File: src/rtl/student_fir_sample_feeder_if.sv
// Stream and FIR-side handshake bundle for the FIR sample feeder.
// The slave modport is the feeder's view; the master modport is the view of whatever drives it.
interface student_fir_sample_feeder_if #(
   parameter int unsigned DATA_SIZE = 16
) ();
   logic                 s_valid_i;
   logic                 s_ready_o;
   logic [DATA_SIZE-1:0] s_data_i;
   logic                 fir_valid_strobe_o;
   logic [DATA_SIZE-1:0] fir_sample_o;
   logic                 fir_done_i;

   modport slave (
      input  s_valid_i, s_data_i, fir_done_i,
      output s_ready_o, fir_valid_strobe_o, fir_sample_o
   );

   modport master (
      output s_valid_i, s_data_i, fir_done_i,
      input  s_ready_o, fir_valid_strobe_o, fir_sample_o
   );
endinterface

File: src/rtl/student_fir_sample_feeder.sv
// Buffers upstream samples in a FIFO and hands them to the FIR one at a time,
// waiting for the FIR's completion strobe (with an optional watchdog) before the next issue.
module student_fir_sample_feeder #(
   parameter int unsigned DATA_SIZE     = 16,
   parameter int unsigned FIFO_DEPTH    = 8,
   parameter int unsigned TIMEOUT_WIDTH = 16
) (
   input  logic                         clk_i,
   input  logic                         rst_ni,
   student_fir_sample_feeder_if.slave   bus,
   input  logic                         enable_i,
   input  logic [TIMEOUT_WIDTH-1:0]     timeout_cycles_i,
   input  logic                         err_clr_i,
   output logic                         busy_o,
   output logic [$clog2(FIFO_DEPTH):0]  fill_level_o,
   output logic                         timeout_err_o,
   output logic [31:0]                  issued_cnt_o
);
   localparam int unsigned PTR_W = $clog2(FIFO_DEPTH);
   localparam int unsigned CNT_W = PTR_W + 1;

   typedef enum logic {IDLE, WAIT} state_e;

   state_e                   state_q, state_d;
   logic [TIMEOUT_WIDTH-1:0] wd_q, wd_d;
   logic                     issue, timeout_hit;

   logic [DATA_SIZE-1:0]     mem_q [FIFO_DEPTH];
   logic [PTR_W-1:0]         wr_ptr_q, rd_ptr_q;
   logic [CNT_W-1:0]         fill_q;
   logic                     full, push;

   logic                     strobe_q;
   logic [DATA_SIZE-1:0]     sample_q;
   logic [31:0]              cnt_q;
   logic                     err_q;

   // Ready is held low while reset is asserted and otherwise tracks "not full".
   assign full          = (fill_q == CNT_W'(FIFO_DEPTH));
   assign bus.s_ready_o = rst_ni & ~full;
   assign push          = bus.s_valid_i & bus.s_ready_o;

   // FSM state and watchdog counter
   always_ff @(posedge clk_i or negedge rst_ni) begin
      if (!rst_ni) begin
         state_q <= IDLE;
         wd_q    <= '0;
      end else begin
         state_q <= state_d;
         wd_q    <= wd_d;
      end
   end

   // Next state; completion beats the watchdog when both occur at the same edge.
   always_comb begin
      state_d     = state_q;
      wd_d        = wd_q;
      issue       = 1'b0;
      timeout_hit = 1'b0;
      case (state_q)
         IDLE: begin
            if (enable_i && (fill_q != '0)) begin
               issue   = 1'b1;
               wd_d    = '0;
               state_d = WAIT;
            end
         end
         WAIT: begin
            if (bus.fir_done_i) begin
               state_d = IDLE;
            end else if ((timeout_cycles_i != '0) &&
                         (wd_q == timeout_cycles_i - TIMEOUT_WIDTH'(1))) begin
               timeout_hit = 1'b1;
               state_d     = IDLE;
            end else begin
               wd_d = wd_q + TIMEOUT_WIDTH'(1);
            end
         end
         default: state_d = IDLE;
      endcase
   end

   // FIFO storage; emptiness is defined by the pointers, so no reset is needed here.
   always_ff @(posedge clk_i) begin
      if (push) begin
         mem_q[wr_ptr_q] <= bus.s_data_i;
      end
   end

   // FIFO pointers/level and registered FIR-side outputs
   always_ff @(posedge clk_i or negedge rst_ni) begin
      if (!rst_ni) begin
         wr_ptr_q <= '0;
         rd_ptr_q <= '0;
         fill_q   <= '0;
         strobe_q <= 1'b0;
         sample_q <= '0;
         cnt_q    <= '0;
         err_q    <= 1'b0;
      end else begin
         if (push) begin
            wr_ptr_q <= wr_ptr_q + PTR_W'(1);
         end
         if (issue) begin
            rd_ptr_q <= rd_ptr_q + PTR_W'(1);
            sample_q <= mem_q[rd_ptr_q];
            cnt_q    <= cnt_q + 32'd1;
         end
         case ({push, issue})
            2'b10:   fill_q <= fill_q + CNT_W'(1);
            2'b01:   fill_q <= fill_q - CNT_W'(1);
            default: fill_q <= fill_q;
         endcase
         strobe_q <= issue;
         if (timeout_hit) begin
            err_q <= 1'b1;
         end else if (err_clr_i) begin
            err_q <= 1'b0;
         end
      end
   end

   assign bus.fir_valid_strobe_o = strobe_q;
   assign bus.fir_sample_o       = sample_q;
   assign busy_o                 = (state_q == WAIT);
   assign fill_level_o           = fill_q;
   assign timeout_err_o          = err_q;
   assign issued_cnt_o           = cnt_q;
endmodule

File: src/flat_wrapper.sv
// flat-port wrapper written by rule: the top's interface ports become plain ports
module student_fir_sample_feeder_flat 
#(
   parameter int unsigned DATA_SIZE     = 16,
   parameter int unsigned FIFO_DEPTH    = 8,
   parameter int unsigned TIMEOUT_WIDTH = 16
)
  (clk_i, rst_ni, enable_i, timeout_cycles_i, err_clr_i, busy_o, fill_level_o, timeout_err_o, issued_cnt_o, bus_s_valid_i, bus_s_data_i, bus_fir_done_i, bus_s_ready_o, bus_fir_valid_strobe_o, bus_fir_sample_o);
  student_fir_sample_feeder_if #(.DATA_SIZE(DATA_SIZE)) bus_i ();
  input  logic clk_i;
  input  logic rst_ni;
  input  logic enable_i;
  input  logic [TIMEOUT_WIDTH-1:0] timeout_cycles_i;
  input  logic err_clr_i;
  output logic busy_o;
  output logic [$clog2(FIFO_DEPTH):0] fill_level_o;
  output logic timeout_err_o;
  output logic [31:0] issued_cnt_o;
  input wire logic [$bits(bus_i.s_valid_i)-1:0] bus_s_valid_i;
  input wire logic [$bits(bus_i.s_data_i)-1:0] bus_s_data_i;
  input wire logic [$bits(bus_i.fir_done_i)-1:0] bus_fir_done_i;
  output wire logic [$bits(bus_i.s_ready_o)-1:0] bus_s_ready_o;
  output wire logic [$bits(bus_i.fir_valid_strobe_o)-1:0] bus_fir_valid_strobe_o;
  output wire logic [$bits(bus_i.fir_sample_o)-1:0] bus_fir_sample_o;
  assign bus_i.s_valid_i = bus_s_valid_i;
  assign bus_i.s_data_i = bus_s_data_i;
  assign bus_i.fir_done_i = bus_fir_done_i;
  assign bus_s_ready_o = bus_i.s_ready_o;
  assign bus_fir_valid_strobe_o = bus_i.fir_valid_strobe_o;
  assign bus_fir_sample_o = bus_i.fir_sample_o;
  student_fir_sample_feeder #(.DATA_SIZE(DATA_SIZE), .FIFO_DEPTH(FIFO_DEPTH), .TIMEOUT_WIDTH(TIMEOUT_WIDTH)) u_core (.clk_i(clk_i), .rst_ni(rst_ni), .bus(bus_i), .enable_i(enable_i), .timeout_cycles_i(timeout_cycles_i), .err_clr_i(err_clr_i), .busy_o(busy_o), .fill_level_o(fill_level_o), .timeout_err_o(timeout_err_o), .issued_cnt_o(issued_cnt_o));
endmodule
File: config.mk
export PLATFORM = sky130hd
export DESIGN_NAME = student_fir_sample_feeder_flat
export DESIGN_NICKNAME = d
export VERILOG_FILES = /design/src/rtl/student_fir_sample_feeder_if.sv /design/src/rtl/student_fir_sample_feeder.sv /design/src/flat_wrapper.sv
export SDC_FILE = /design/constraint.sdc
export NUM_CORES = 1
export LEC_CHECK = 0
export BUFFER_PORTS_ARGS = -buffer_cell sky130_fd_sc_hd__buf_2
export CAP_MARGIN = 10
export CORE_AREA = 2 2 137 139
export DETAILED_ROUTE_END_ITERATION = 8
export DIE_AREA = 0 0 139 141
export GPL_TIMING_DRIVEN = 0
export PLACE_DENSITY = 0.78
export SYNTH_ARGS = -nofsm -noshare
export SYNTH_HDL_FRONTEND = slang
export SYNTH_SLANG_ARGS = --single-unit
export TNS_END_PERCENT = 50
File: constraint.sdc
create_clock -name clk_i -period 2.93 [get_ports clk_i]
set_clock_uncertainty 0.15 [all_clocks]
set_input_delay 0 -clock clk_i [delete_from_list [all_inputs] [get_ports clk_i]]
set_output_delay 0 -clock clk_i [all_outputs]
set_load 0.05 [all_outputs]
Yosys cells after proc, flatten, opt, wreduce, memory -nomap -nowiden

Memories as Yosys holds them, arrays and structs flattened. A register that Yosys moved wholly into a read port is not among the register bits.
Index checks and enable logic that the tools add are counted.

Output and inout bits: 56
Bits in writable memories: 128
Input bits: 38
Bits in registers: 61
Logic and storage cells: 52
Memories kept: 1

Bitwise operators: 4
Eq/ne operators: 7
Add/subtract/negate cells: 7
Multiplexer cells: 17
Reduce and logical (&&, ||, !) cells: 8

Memories:

| memory       | depth | bits a word | read ports | clocked after memory_dff | wr ports | RTL line                        | source |
|---|---|---|---|---|---|---|---|
| u_core.mem_q | 8     | 16          | 1          | 1                        | 1        | student_fir_sample_feeder.sv:28 | `logic [DATA_SIZE-1:0] mem_q [FIFO_DEPTH];` |

Operators by type and width:

| operator              | count |
|---|---|
| $mux 16               | 3 |
| $add 32x1->32 const B | 1 |
| $pmux 16 s2           | 1 |
| $add 16x1->16 const B | 1 |
| $eq 16x16->1          | 1 |
| $reduce_bool 16->1    | 1 |
| $sub 16x1->16 const B | 1 |
| $mux 1                | 11 |
| $pmux 4 s2            | 1 |
| $add 3x1->3 const B   | 2 |
| $add 4x1->4 const B   | 1 |
| $eq 4x4->1 const B    | 1 |
| $ne 2x2->1 const B    | 2 |
| $reduce_bool 2->1     | 2 |
| $reduce_bool 4->1     | 1 |
| $sub 4x1->4 const B   | 1 |
| $reduce_and 3->1      | 1 |
| $and 1x1->1           | 2 |
| $eq 2x1->1 const B    | 1 |
| $eq 2x2->1 const B    | 1 |
| $logic_and 1x1->1     | 2 |
| $ne 2x1->1 const B    | 1 |
| $not 1->1             | 2 |
| $pmux 1 s2            | 1 |
| $logic_not 1->1       | 1 |

Logic depth before layout (Yosys ltp)

Depth in word-level cells: 7
Depth in mapped cells: 13
Depth with buffers taken out: 11

Least setup slack after synthesis

Ideal clock, no wire load.

Kind: reg2reg
Start: register u_core.fill_q[0] (netlist: u_core.fill_level_o[0])
End: memory u_core.mem_q[0][0], enable pin
Setup slack: -1.210 ns
Arrival time: 3.581 ns
Setup time: 0.409 ns
Buffers on the path: 0
Cell stages (with the launch flop): 6
Required time: 2.371 ns
Period minus slack after synthesis: 4.140 ns
Path through: dfrtp_1 nor3_1 a21boi_0 and2_1 nand2b_1 nor3_1

Cells in the longest elaborated chain, start to end: 6

RTL lines:

| what                         | RTL line                         | source |
|---|---|---|
| start: declaration           | student_fir_sample_feeder.sv:30  | `logic [CNT_W-1:0] fill_q;` |
| start signal: assignment     | student_fir_sample_feeder.sv:110 | `2'b10: fill_q <= fill_q + CNT_W'(1);` |
| start signal: assignment     | student_fir_sample_feeder.sv:111 | `2'b01: fill_q <= fill_q - CNT_W'(1);` |
| start signal: assignment     | student_fir_sample_feeder.sv:112 | `default: fill_q <= fill_q;` |
| $eq 4x4->1                   | student_fir_sample_feeder.sv:39  | `assign full = (fill_q == CNT_W'(FIFO_DEPTH));` |
| $not 1->1                    | student_fir_sample_feeder.sv:40  | `assign bus.s_ready_o = rst_ni & ~full;` |
| $and 1x1->1                  | student_fir_sample_feeder.sv:40  |  |
| via bus_s_ready_o            | flat_wrapper.sv:22               | `output wire logic [$bits(bus_i.s_ready_o)-1:0] bus_s_ready_o;` |
| $and 1x1->1                  | student_fir_sample_feeder.sv:41  | `assign push = bus.s_valid_i & bus.s_ready_o;` |
| $mux 1                       | student_fir_sample_feeder.sv:85  | `if (push) begin` |
| $mux 1 (implied by the code) | student_fir_sample_feeder.sv:86  | `mem_q[wr_ptr_q] <= bus.s_data_i;` |
| end: declaration             | student_fir_sample_feeder.sv:28  |  |

The timed path passes the listed nets, and every way through them passes these cells.

Worst setup path in the final report

Start: register u_core.fill_q[0] (netlist: u_core.fill_level_o[0])
End: register u_core.fill_q[3] (netlist: u_core.fill_level_o[3])

Cells in the longest elaborated chain, start to end: 6
Elaborated cells on any way between the ends: 14
Those cells by class: 2 x add/sub; 3 x eq/ne; 3 x mux; 3 x bitwise; 3 x reduce/logical

RTL lines:

| what                                            | RTL line                         | source |
|---|---|---|
| $reduce_bool 4->1 *                             | student_fir_sample_feeder.sv:62  | `if (enable_i && (fill_q != '0)) begin` |
| $logic_and 1x1->1 *                             | student_fir_sample_feeder.sv:62  |  |
| $mux 1 *                                        | student_fir_sample_feeder.sv:62  |  |
| $mux 1 *                                        | student_fir_sample_feeder.sv:60  | `case (state_q)` |
| via u_core.issue                                | student_fir_sample_feeder.sv:26  | `logic issue, timeout_hit;` |
| $eq 2x1->1 or $eq 2x2->1 (tied branches)        | student_fir_sample_feeder.sv:109 | `case ({push, issue})` |
| $pmux 4 s2 or $reduce_bool 2->1 (tied branches) | -                                |  |

Mark *: on every way through the listed nets, which the timed path passes. The rest lies on a longest branch.
A chain may end at the register's enable or synchronous reset.

==> metrics.csv <==
stage,metric,value,unit
floorplan,die_area,19600,um2
synthesis,ys_top_cells_by_area,"edfxtp_1 (43%), dfrtp_1 (22%), mux4_2 (8.1%), xnor2_1 (3.5%), nand2_1 (2.5%)",
route,drc_errors,0,
grt,grt_usage,0.211,
route,antenna_left,0,
synthesis,syn-cell-area,8880,um2
grt,grt_pass1_vias,6069,
pwr,p_seq_frac,0.405,
placement,dp_cells,943,
timing,max_clock_freq,347,MHz
synthesis,synth_ff_type,edfxtp_1,
route,first_pass_iters,5,
synthesis,synthArstFlopShare,0.376,
floorplan,die_width,139,um
worst_setup_path,path_class,register to register,
cts,clkLatencyLatePin,500,ps
cts,cts-root-buf,clkbuf_16,
pwr,p_leak,0.00424,uW
timing,tightestPinTransition,1100,ps
synthesis,postSynthAreaPerCell,14.6,um2
timing,fin_setup_tns,0,ps
cts,h-tree-depth,1,
placement,io_buffers,92,
outcome,status,completed,
pwr,p_per_area,853,nW/um2
cells_and_area,synthToLayoutAreaGrowth,21.6,%
cells_and_area,drive_above_1_share,0.265,
synthesis,ys_seq_elements,205,
pwr,p_int,5990,uW
worst_setup_path,critPathLaunchType,register,
timing,period_share,0.984,
placement,dpl.hpwl,13600,um
worst_setup_path,endpoint_kind,register,
pwr,p_sw_frac,0.350,
timing,finalHoldViolCount,0,
timing,post-route-min-period,2880,ps
flow_run,max_cap_viol_count,0,
cts,clock_tree.buffer_depth,3,
synthesis,synth_common_cells,"edfxtp_1 (128), dfrtp_1 (77), nand2_1 (60)",
route,via_per_inst,5.74,
cts,clk_pin_slew,60,ps
synthesis,synth_top_cell_by_area,edfxtp_1,
floorplan,chipHeight,141,um
synthesis,synth-edff-count,128,
grt,overflow,0,
floorplan,start_util,0.486,
synthesis,synth_top_area_share,0.433,
cts,numClockSinks,205,
floorplan,boundaryPins,94,
synthesis,syn_inst,608,
timing,setup_viol,0,
cells_and_area,diodes,0,
placement,routabilityCongestion,0.825,
worst_setup_path,critPathMaxFanout,11,
synthesis,seq_area_frac_synth,0.650,
route,wl_per_cell,20.2,um
pwr,power_switching,3220,uW
pwr,pwr-share-clk,0.271,
worst_setup_path,rrSetupSlack,50,ps
cts,cts_made_buffers,21,
cts,cts_tree,done,
cells_and_area,fin_cells,1004,
synthesis,synth_cell_types,57,
timing,fin_hold_ws,6.17,ps
timing,slew_headroom,0.266,
pwr,p_comb_frac,0.324,
route,routed_wl,20300,um
floorplan,core,18300,um2
cells_and_area,fin_nets,804,
timing,drv_slew,0,
grt,grt_max_degree,58,
grt,grt_pass1_wl,32500,um
timing,rsz0062_at_grt,yes,
worst_hold_path,hold_class,primary input to async pin,
synthesis,yosys_warnings,0,
pwr,ir_worst_vdd,0.000633,V
route,route.vias.total,5765,
synthesis,synth_most_common_cell,edfxtp_1,
synthesis,synth_fp_nets,656,
floorplan,rows,50,
worst_setup_path,worstPathRequired,3160,ps
worst_setup_path,crit_arrival,3110,ps
grt,antenna_found_initial,0,
cells_and_area,fin_util,0.591,
route,drt_iter0_drc,441,
sequential cells by signal (all words and copies together), names as in the netlist:
name / cells
u_core.rd_ptr_q: 3
u_core.fill_level_o: 4
u_core.mem_q: 128
u_core.bus.fir_valid_strobe_o: 1
u_core.bus.fir_sample_o: 16
u_core.wd_q: 16
u_core.issued_cnt_o: 32
u_core.wr_ptr_q: 3
u_core.busy_o: 1
u_core.timeout_err_o: 1
cell type report:
class                           instances  area [um2]
Buffer                                 23         123
Timing Repair Buffer                  127         858
Inverter                               16        60.1
Clock buffer                           29         596
Clock inverter                          8        42.5
Tap cell                              234         293
Multi-Input combinational cell        362        3050
Fill cell                            1412        7470
Sequential cell                       205        5770
per-stage QoR:
| step | setup WS, ps | cell area, um2 | power (uW) |
|---|---|---|---|
| 2_1_floorplan | 13.5 | 8940 | 5840 |
| 3_3_place_gp | -1080 | 9690 | 6530 |
| 3_5_place_dp | -268 | 9850 | 6700 |
| 4_1_cts | -58.6 | 10700 | 9220 |
| 5_1_grt | -43.1 | 10800 | 9610 |
| 6_report | 46.3 | 10800 | 9210 |
cells in the final DEF (no fill, tap or decap), types with 9 or more instances in the layout:
cell,instances
a21oi_1,12
buf_2,93
clkbuf_1,17
clkbuf_16,21
dfrtp_1,74
dlygate4sd3_1,22
edfxtp_1,128
inv_1,15
mux2i_1,19
mux4_2,32
nand2_1,60
nand3_1,10
nand4_1,10
nor2_1,18
o21ai_0,22
or4_1,9
xnor2_1,34
xor2_1,23
worst max-delay path, cell delays in order (launching register included):
cell and delay (ps):
dfrtp_2 430, or4_4 530, nand3_4 110, inv_2 70, clkbuf_8 170, clkbuf_8 180, ha_4 180, ha_1 280
a21o_1 200, a21oi_2 140, xnor2_1 130, nor2_1 60, xor2_1 140
worst paths after layout:
path	from	end	depth (start not counted)
worst max-delay path	u_core.fill_level_o[0]	u_core.fill_level_o[3]	12
worst min-delay path	rst_ni	u_core.issued_cnt_o[31]	4
worst max register to register	u_core.fill_level_o[0]	u_core.fill_level_o[3]	12
worst min register to register	u_core.issued_cnt_o[31]	u_core.issued_cnt_o[31]	1
max in group asynchronous	rst_ni	u_core.issued_cnt_o[27]	4
min in group clk_i	bus_s_data_i[14]	u_core.mem_q[1][14]	2
what timing repair did:
item | 4_1_cts | 5_1_grt
hold buffers | 23 | 0
setup buffers | 1 | 2
setup endpoints to repair | 16 | 17
gates resized for setup | 3 | 9
pin swaps | 1 | 0
hold endpoints to repair | 221 | 0
routing by layer:
| metal | up-vias | part of all wire | global-route usage |
|---|---|---|---|
| met2 | 192 | 0.52 | 0.382 |
| met4 | 0 | 0.024 | 0.0585 |
| met3 | 36 | 0.054 | 0.0384 |
| li1 | 2612 | - | - |
| met1 | 2925 | 0.40 | 0.262 |
| met5 | - | 0 | 0 |
power groups by stage:
| stage | registers [uW] | clock network, uW | logic, uW |
|---|---|---|---|
| after global placement | 3760 | 0 | 2770 |
| after global routing | 3770 | 2620 | 3210 |
| after CTS | 3740 | 2520 | 2960 |
| after floorplan | 4350 | 0 | 1490 |
| final | 3730 | 2490 | 2990 |
| after detailed placement | 3790 | 0 | 2910 |
kinds of logic after synthesis:
| kind of cell | share of synthesized area |
|---|---|
| fa+ha+maj | 0.0149 |
| compound gates | 0.0534 |
| simple gates | 0.102 |
| mux | 0.104 |
| flops | 0.650 |
| buf+inv | 0.0185 |
| xor+xnor | 0.0572 |
No activity file was read; power rests on OpenSTA's default activity.
